File: src/rtl/inst_encoder.sv
// Streaming RV32I instruction encoder: packs decoded fields and an immediate into a
// 32-bit word behind a 2-entry FIFO. Define INST_ENCODER_RANGE_CHECK_EN for immediate range checking.
module inst_encoder #(
   parameter int ADDR_W = 10
) (
   input  logic              clk,
   input  logic              reset_n,
   input  logic              flush,
   input  logic              in_valid,
   output logic              in_ready,
   input  logic [2:0]        in_fmt,
   input  logic [6:0]        in_opcode,
   input  logic [2:0]        in_funct3,
   input  logic [6:0]        in_funct7,
   input  logic [4:0]        in_rd,
   input  logic [4:0]        in_rs1,
   input  logic [4:0]        in_rs2,
   input  logic [31:0]       in_imm,
   output logic              out_valid,
   input  logic              out_ready,
   output logic [31:0]       out_inst,
   output logic [ADDR_W-1:0] out_addr,
   output logic              range_err,
   output logic [7:0]        err_cnt
);

   typedef enum logic [2:0] {
      FMT_R   = 3'd0,
      FMT_I   = 3'd1,
      FMT_ISH = 3'd2,
      FMT_S   = 3'd3,
      FMT_B   = 3'd4,
      FMT_U   = 3'd5,
      FMT_J   = 3'd6,
      FMT_RSV = 3'd7
   } fmt_e;

   fmt_e        fmt;
   logic [31:0] packed_inst;
   logic [31:0] mem [2];
   logic        wr_ptr;
   logic        rd_ptr;
   logic [1:0]  count;
   logic        push;
   logic        pop;

   assign fmt = fmt_e'(in_fmt);

   always_comb begin
      packed_inst = 32'h0000_0013;
      case (fmt)
         FMT_R:   packed_inst = {in_funct7, in_rs2, in_rs1, in_funct3, in_rd, in_opcode};
         FMT_I:   packed_inst = {in_imm[11:0], in_rs1, in_funct3, in_rd, in_opcode};
         FMT_ISH: packed_inst = {in_funct7, in_imm[4:0], in_rs1, in_funct3, in_rd, in_opcode};
         FMT_S:   packed_inst = {in_imm[11:5], in_rs2, in_rs1, in_funct3, in_imm[4:0], in_opcode};
         FMT_B:   packed_inst = {in_imm[12], in_imm[10:5], in_rs2, in_rs1, in_funct3,
                                 in_imm[4:1], in_imm[11], in_opcode};
         FMT_U:   packed_inst = {in_imm[31:12], in_rd, in_opcode};
         FMT_J:   packed_inst = {in_imm[20], in_imm[10:1], in_imm[11], in_imm[19:12],
                                 in_rd, in_opcode};
         default: packed_inst = 32'h0000_0013;
      endcase
   end

   assign in_ready  = (count != 2'd2);
   assign out_valid = (count != 2'd0);
   assign push      = in_valid && in_ready && !flush;
   assign pop       = out_valid && out_ready && !flush;
   assign out_inst  = out_valid ? mem[rd_ptr] : 32'h0;

   // Storage needs no reset: out_inst is masked whenever the FIFO is empty.
   always_ff @(posedge clk) begin
      if (push) mem[wr_ptr] <= packed_inst;
   end

   always_ff @(posedge clk or negedge reset_n) begin
      if (!reset_n) begin
         wr_ptr   <= 1'b0;
         rd_ptr   <= 1'b0;
         count    <= 2'd0;
         out_addr <= '0;
      end else if (flush) begin
         wr_ptr   <= 1'b0;
         rd_ptr   <= 1'b0;
         count    <= 2'd0;
         out_addr <= '0;
      end else begin
         if (push) wr_ptr <= ~wr_ptr;
         if (pop) begin
            rd_ptr   <= ~rd_ptr;
            out_addr <= out_addr + 1'b1;
         end
         count <= count + {1'b0, push} - {1'b0, pop};
      end
   end

`ifdef INST_ENCODER_RANGE_CHECK_EN
   logic imm_bad;

   always_comb begin
      imm_bad = 1'b0;
      case (fmt)
         FMT_I, FMT_S: imm_bad = (in_imm[31:11] != {21{in_imm[11]}});
         FMT_ISH:      imm_bad = |in_imm[31:5];
         FMT_B:        imm_bad = in_imm[0] || (in_imm[31:12] != {20{in_imm[12]}});
         FMT_U:        imm_bad = |in_imm[11:0];
         FMT_J:        imm_bad = in_imm[0] || (in_imm[31:20] != {12{in_imm[20]}});
         default:      imm_bad = 1'b0;
      endcase
   end

   always_ff @(posedge clk or negedge reset_n) begin
      if (!reset_n) begin
         range_err <= 1'b0;
         err_cnt   <= 8'd0;
      end else if (flush) begin
         range_err <= 1'b0;
         err_cnt   <= 8'd0;
      end else if (push && imm_bad) begin
         range_err <= 1'b1;
         if (err_cnt != 8'hFF) err_cnt <= err_cnt + 8'd1;
      end
   end
`else
   assign range_err = 1'b0;
   assign err_cnt   = 8'd0;
`endif

endmodule
File: config.mk
export PLATFORM = sky130hd
export DESIGN_NAME = inst_encoder
export DESIGN_NICKNAME = d
export VERILOG_FILES = /design/src/rtl/inst_encoder.sv
export SDC_FILE = /design/constraint.sdc
export NUM_CORES = 1
export LEC_CHECK = 0
export BUFFER_PORTS_ARGS = -buffer_cell sky130_fd_sc_hd__buf_2
export CAP_MARGIN = 10
export CORE_MARGIN = 8
export CORE_UTILIZATION = 40
export CTS_BUF_LIST = sky130_fd_sc_hd__clkbuf_8
export DETAILED_ROUTE_END_ITERATION = 12
export PLACE_DENSITY = 0.74
export SLEW_MARGIN = 30
export SYNTH_ARGS = -nofsm -noshare
export SYNTH_HDL_FRONTEND = slang
export SYNTH_SLANG_ARGS = --single-unit
File: constraint.sdc
create_clock -name clk -period 2.45 [get_ports clk]
set_clock_uncertainty 0.2 [all_clocks]
set_input_delay 0.1225 -clock clk [delete_from_list [all_inputs] [get_ports clk]]
set_output_delay 0.1225 -clock clk [all_outputs]
set_load 0.03 [all_outputs]
# Word-level counts from Yosys, hierarchy flattened
# Memories as Yosys holds them, arrays and structs flattened.
# Index checks and enable logic that the tools add are counted.
# Widths: inputs -> output; s select.
[op_classes]
addsub = 3
n_eq_ne = 7
muxes = 11
n_bitwise = 2
n_reduce_logical = 9
[ops]
columns = ["op", "n"]
rows = [
  ["$pmux 32 s7", 1],
  ["$mux 32", 1],
  ["$mux 10", 2],
  ["$add 10x1->10 const B", 1],
  ["$eq 3x3->1 const B", 3],
  ["$eq 3x2->1 const B", 2],
  ["$mux 1", 6],
  ["$reduce_bool 2->1", 3],
  ["$logic_and 1x1->1", 4],
  ["$eq 3x1->1 const B", 1],
  ["$logic_not 3->1", 1],
  ["$add 2x1->2", 1],
  ["$mux 2", 1],
  ["$ne 2x2->1 const B", 1],
  ["$not 1->1", 2],
  ["$sub 2x1->2", 1],
  ["$logic_not 1->1", 1],
]
[word_totals]
regBits = 14
ramBits = 64
output_inout_bits = 53
word_cells = 37
mem_count = 1
[memory_table]
columns = ["memory", "words", "word_bits", "rd", "rd_ports_with_merged_regs", "wr", "line_no", "text"]
rows = [
  ["mem", 2, 32, 1, 0, 1, "40", "logic [31:0] mem [2];"],
]

# Longest topological paths before layout
[depth]
ltp_word = 6
ltp_mapped = 8

# Worst setup path after synthesis
# Ideal clock, no wire load.
[synth_timing]
path_type = "flip-flop to flip-flop"
start = "register count[0]"
end = "memory mem[0][0] (enable)"
t_arrival_ns = 2.337
required_time_ns = 1.829
slack_ns = -0.508
stages_incl_launch_ff = 4
synth_period_minus_slack_ns = 2.958
cell_sequence = "dfrtp_1 -> nand2b_1 -> nand3b_1 -> nor2_1"
[synth_via]
elab_chain_len = 5
[synth_rtl]
columns = ["element", "line_no", "text"]
rows = [
  ["start, declared", "43", "logic [1:0] count;"],
  ["start signal, assigned", "93", "count <= count + {1'b0, push} - {1'b0, pop};"],
  ["$ne 2x2->1", "65", "assign in_ready = (count != 2'd2);"],
  ["net in_ready", "10", "output logic in_ready,"],
  ["$logic_and 1x1->1 (2 in series)", "67", "assign push = in_valid && in_ready && !flush;"],
  ["$mux 1", "73", "if (push) mem[wr_ptr] <= packed_inst;"],
  ["$mux 1 (implied by the code)", "73", ""],
  ["end, declared", "40", ""],
]
# The timed path passes the listed nets, and every way through them passes these cells.

# Final worst setup path
[layout_timing]
start = "input in_fmt[0]"
end = "memory mem[0][13], data pin"
[layout_via]
elab_chain_len = 2
word_cells_on_any_way = 8
cone_classes = "eq/ne (6); mux (1); reduce/logical (1)"
[layout_rtl]
columns = ["element", "line_no", "text"]
rows = [
  ["start, declared", "11", "input logic [2:0] in_fmt,"],
  ["$eq 3x3->1 (tied with other cells)", "51", "case (fmt)"],
  ["$pmux 32 s7 *", "51", ""],
  ["net packed_inst[13]", "39", "logic [31:0] packed_inst;"],
]
# Mark *: on every way through the listed nets, which the timed path passes. The rest lies on a longest branch.

==> results.py <==
metrics = {
    "worst_setup_path": {
        "worst-path-buf-inv": 2,
        "crit_fanout": 34,
        "crit_required_ps": 2330,
        "cp-end-kind": "flop",
        "crit_type": "in -> reg",
        "crit_slowest_cell": "dlygate4sd3_1",
        "worstSetupStartpointType": "primary input",
        "crit_arrival_ps": 2010,
        "critPathTopFamily": "buffers and inverters",
        "slowest_delay_ps": 580,
        "path_cells": "buf_2 > nor2b_1 > o21a_1 > a22o_1 > dlygate4sd3_1",
    },
    "grt": {
        "track_usage_pct": 15.15,
        "grt_pass1_wl_um": 15990,
        "grt_overflow": 0,
        "grt_pass1_vias": 3401,
        "antenna_found_initial": 0,
        "grt_max_degree": 35,
    },
    "route": {
        "totalWireLength_um": 10020,
        "vias": 3193,
        "ant_nets": 0,
        "dr.first_iter.drc_count": 188,
        "drt_pre_antenna_iters": 6,
        "drcViolationCount": 0,
        "viasPerCell": 5.133,
        "wire_per_inst_um": 16.11,
    },
    "synth": {
        "synth_area_leaders": "edfxtp_1, mux2i_1, dfrtp_1",
        "yosysMostFrequentCell": "edfxtp_1",
        "ys_seq_area_share_pct": 56.95,
        "synth.lib_cells_used.distinct": 39,
        "async_reset_ff_share_pct": 17.95,
        "synth-edff-count": 64,
        "synthCells": 339,
        "synth.cell_area_um2": 3990,
        "synth_commonest_cells": "edfxtp_1, nor2_1, mux2i_1",
        "synth.ff_latch_count": 78,
        "synth_flop_cell": "edfxtp_1",
        "syn_avg_cell_area_um2": 11.77,
        "yosys.area.top_type": "edfxtp_1",
        "synth_warnings": 0,
        "yosys.area.top_type_share_pct": 48.17,
    },
    "layout": {
        "drive_gt1_share_pct": 30.27,
        "diodes": 0,
        "regArea_um2": 2273,
        "syn_to_final_growth_pct": 32.96,
        "design_area_um2": 5305,
        "finish.utilization_pct": 54.53,
        "fillers": 867,
        "final_nets": 560,
        "multi_input_area_um2": 1578,
    },
    "timing": {
        "max_slew_margin_pct": 54.46,
        "fin_crit_ps": 2128,
        "setup-tns-final_ps": 0,
        "fmax_mhz": 469.9,
        "layout_worst_path_cycle_share_pct": 86.86,
        "worst_slack_ps": 322.0,
        "slew_violations": 0,
        "hold_viol_final": 0,
        "rsz0062_at_grt": "no",
        "setup_viol": 0,
        "worstMarginPinSlew_ps": 678.5,
    },
    "floorplan": {
        "initial_core_util_pct": 41.01,
        "die_w_um": 115.9,
        "num_io_pins": 125,
        "die_height_um": 115.9,
        "dieArea_um2": 13430,
        "core_um2": 9729,
        "placementRows": 36,
    },
    "worst_hold_path": {
        "min_path_type": "in -> async",
    },
    "place": {
        "hpwlAfterDp_um": 7042,
        "globalplace.congestion": 0.8341,
        "place_area_um2": 4710,
        "preCtsSetupSlack_ps": 461.8,
        "io_buffers": 115,
    },
    "power_and_ir_drop": {
        "p_leak_uw": 0.002182,
        "power_density_nw_per_um2": 713.9,
        "ir_drop_mv": 0.3158,
        "power_uw": 3787,
    },
    "clocking": {
        "clock_sinks": 78,
        "clock_latency_ps": 350,
        "htree_levels": 3,
        "cts_root_buffer": "clkbuf_8",
        "cts_buffers": 9,
        "post_cts_resized": 0,
        "clkSlewWorstSetupHoldPaths_ps": 80,
        "cts_tree": "yes",
        "cts_max_path_buffers": 2,
    },
    "flow_run": {
        "cap_violations": 0,
    },
    "status": {
        "status": "finished clean",
    },
}
[cells in the final DEF, fill, tap and decap left out, drive strengths merged, types with 3 or more instances in the layout]
master and count:
buf 122, dfrtp 14, a221oi 6, and3 5
nand2b 4, o211ai 7, nand3 3, nand2 9
a22o 8, nand3b 3, or4 4, o21ai 9
mux2 5, inv 7, dlygate4sd3 36, a211oi 5
a21oi 19, xor2 4, o31ai 4, edfxtp 64
ha 3, bufinv 3, nor2b 16, mux2i 42
and2 4, a22oi 9, nor2 43, clkbuf 9
conb 9
[cell families (layout without fill, tap and decap cells)]
kind of cell	count (synthesis)	in the layout	synth area share, %
multiplexers	47	47	11.95
buffers and inverters	38	180	4.704
XOR/XNOR	5	5	1.097
AO/OA/AOI/OAI	71	71	12.35
adder cells (fa/ha/maj)	3	3	0.9408
AND/OR/NAND/NOR	96	96	11.92
other	1	9	0.09398
flip-flops	78	78	56.95
[worst paths after layout]
| kind | slack (ps) | to | cells after the start | start |
|---|---|---|---|---|
| worst max-delay path | 320 | mem[0][13] | 5 | in_fmt[0] |
| worst min-delay path | 7 | out_addr[9] | 2 | reset_n |
| worst max register to register | 430 | count[0] | 6 | count[0] |
| worst min register to register | 390 | out_addr[8] | 2 | out_addr[8] |
| max in group asynchronous | 1760 | rd_ptr | 2 | reset_n |
| min in group clk | 20 | mem[1][31] | 2 | in_fmt[2] |
[where the power goes]
part / total [uW] / switching [uW] / internal, uW
Combinational: 1080 / 689 / 387
Clock: 1120 / 453 / 671
Sequential: 1590 / 53.4 / 1530
[worst register-to-register path, delay by kind of cell (launching register included)]
kind / cells / cell delay, ps
buf+inv: 1 / 40
simple gates: 3 / 590
flops: 1 / 480
fa+ha+maj: 2 / 600
[final cells by class]
class,count,share of cell area (%)
Sequential cell,78,42.85
Timing Repair Buffer,158,19.34
Tap cell,133,3.137
Clock inverter,6,2.099
Inverter,7,0.4953
Multi-Input combinational cell,231,29.74
Clock buffer,9,2.335
[per-layer routing]
metal / track usage, % / vias up / part of all wire (%) / wire length [um]
met5: 0 / - / 0 / 0
met4: 5.704 / 0 / 1.5 / 148
met3: 3.439 / 10 / 5.9 / 596
met2: 26.51 / 106 / 52 / 5254
met1: 17.64 / 1547 / 40 / 4020
li1: - / 1530 / - / -
[repair_timing]
action | 4_1_cts | 5_1_grt
endpoints found under the hold margin | 73 | 0
hold buffers | 36 | 0
buffers inserted | 0 | 0
[stage by stage]
step | std cells | hold slack [ps]
after floorplan | 347 | -373.1
after global placement | 571 | -167.9
after detailed placement | 571 | -165.7
after CTS | 622 | 2.575
after global routing | 622 | 15.18
final | 622 | 6.882
[flip-flops by register name, indices dropped and copies added, names as in the netlist]
| register | flops |
|---|---|
| mem | 64 |
| out_addr | 10 |
| count | 2 |
| rd_ptr | 1 |
| wr_ptr | 1 |
No activity file was read; power rests on OpenSTA's default activity.
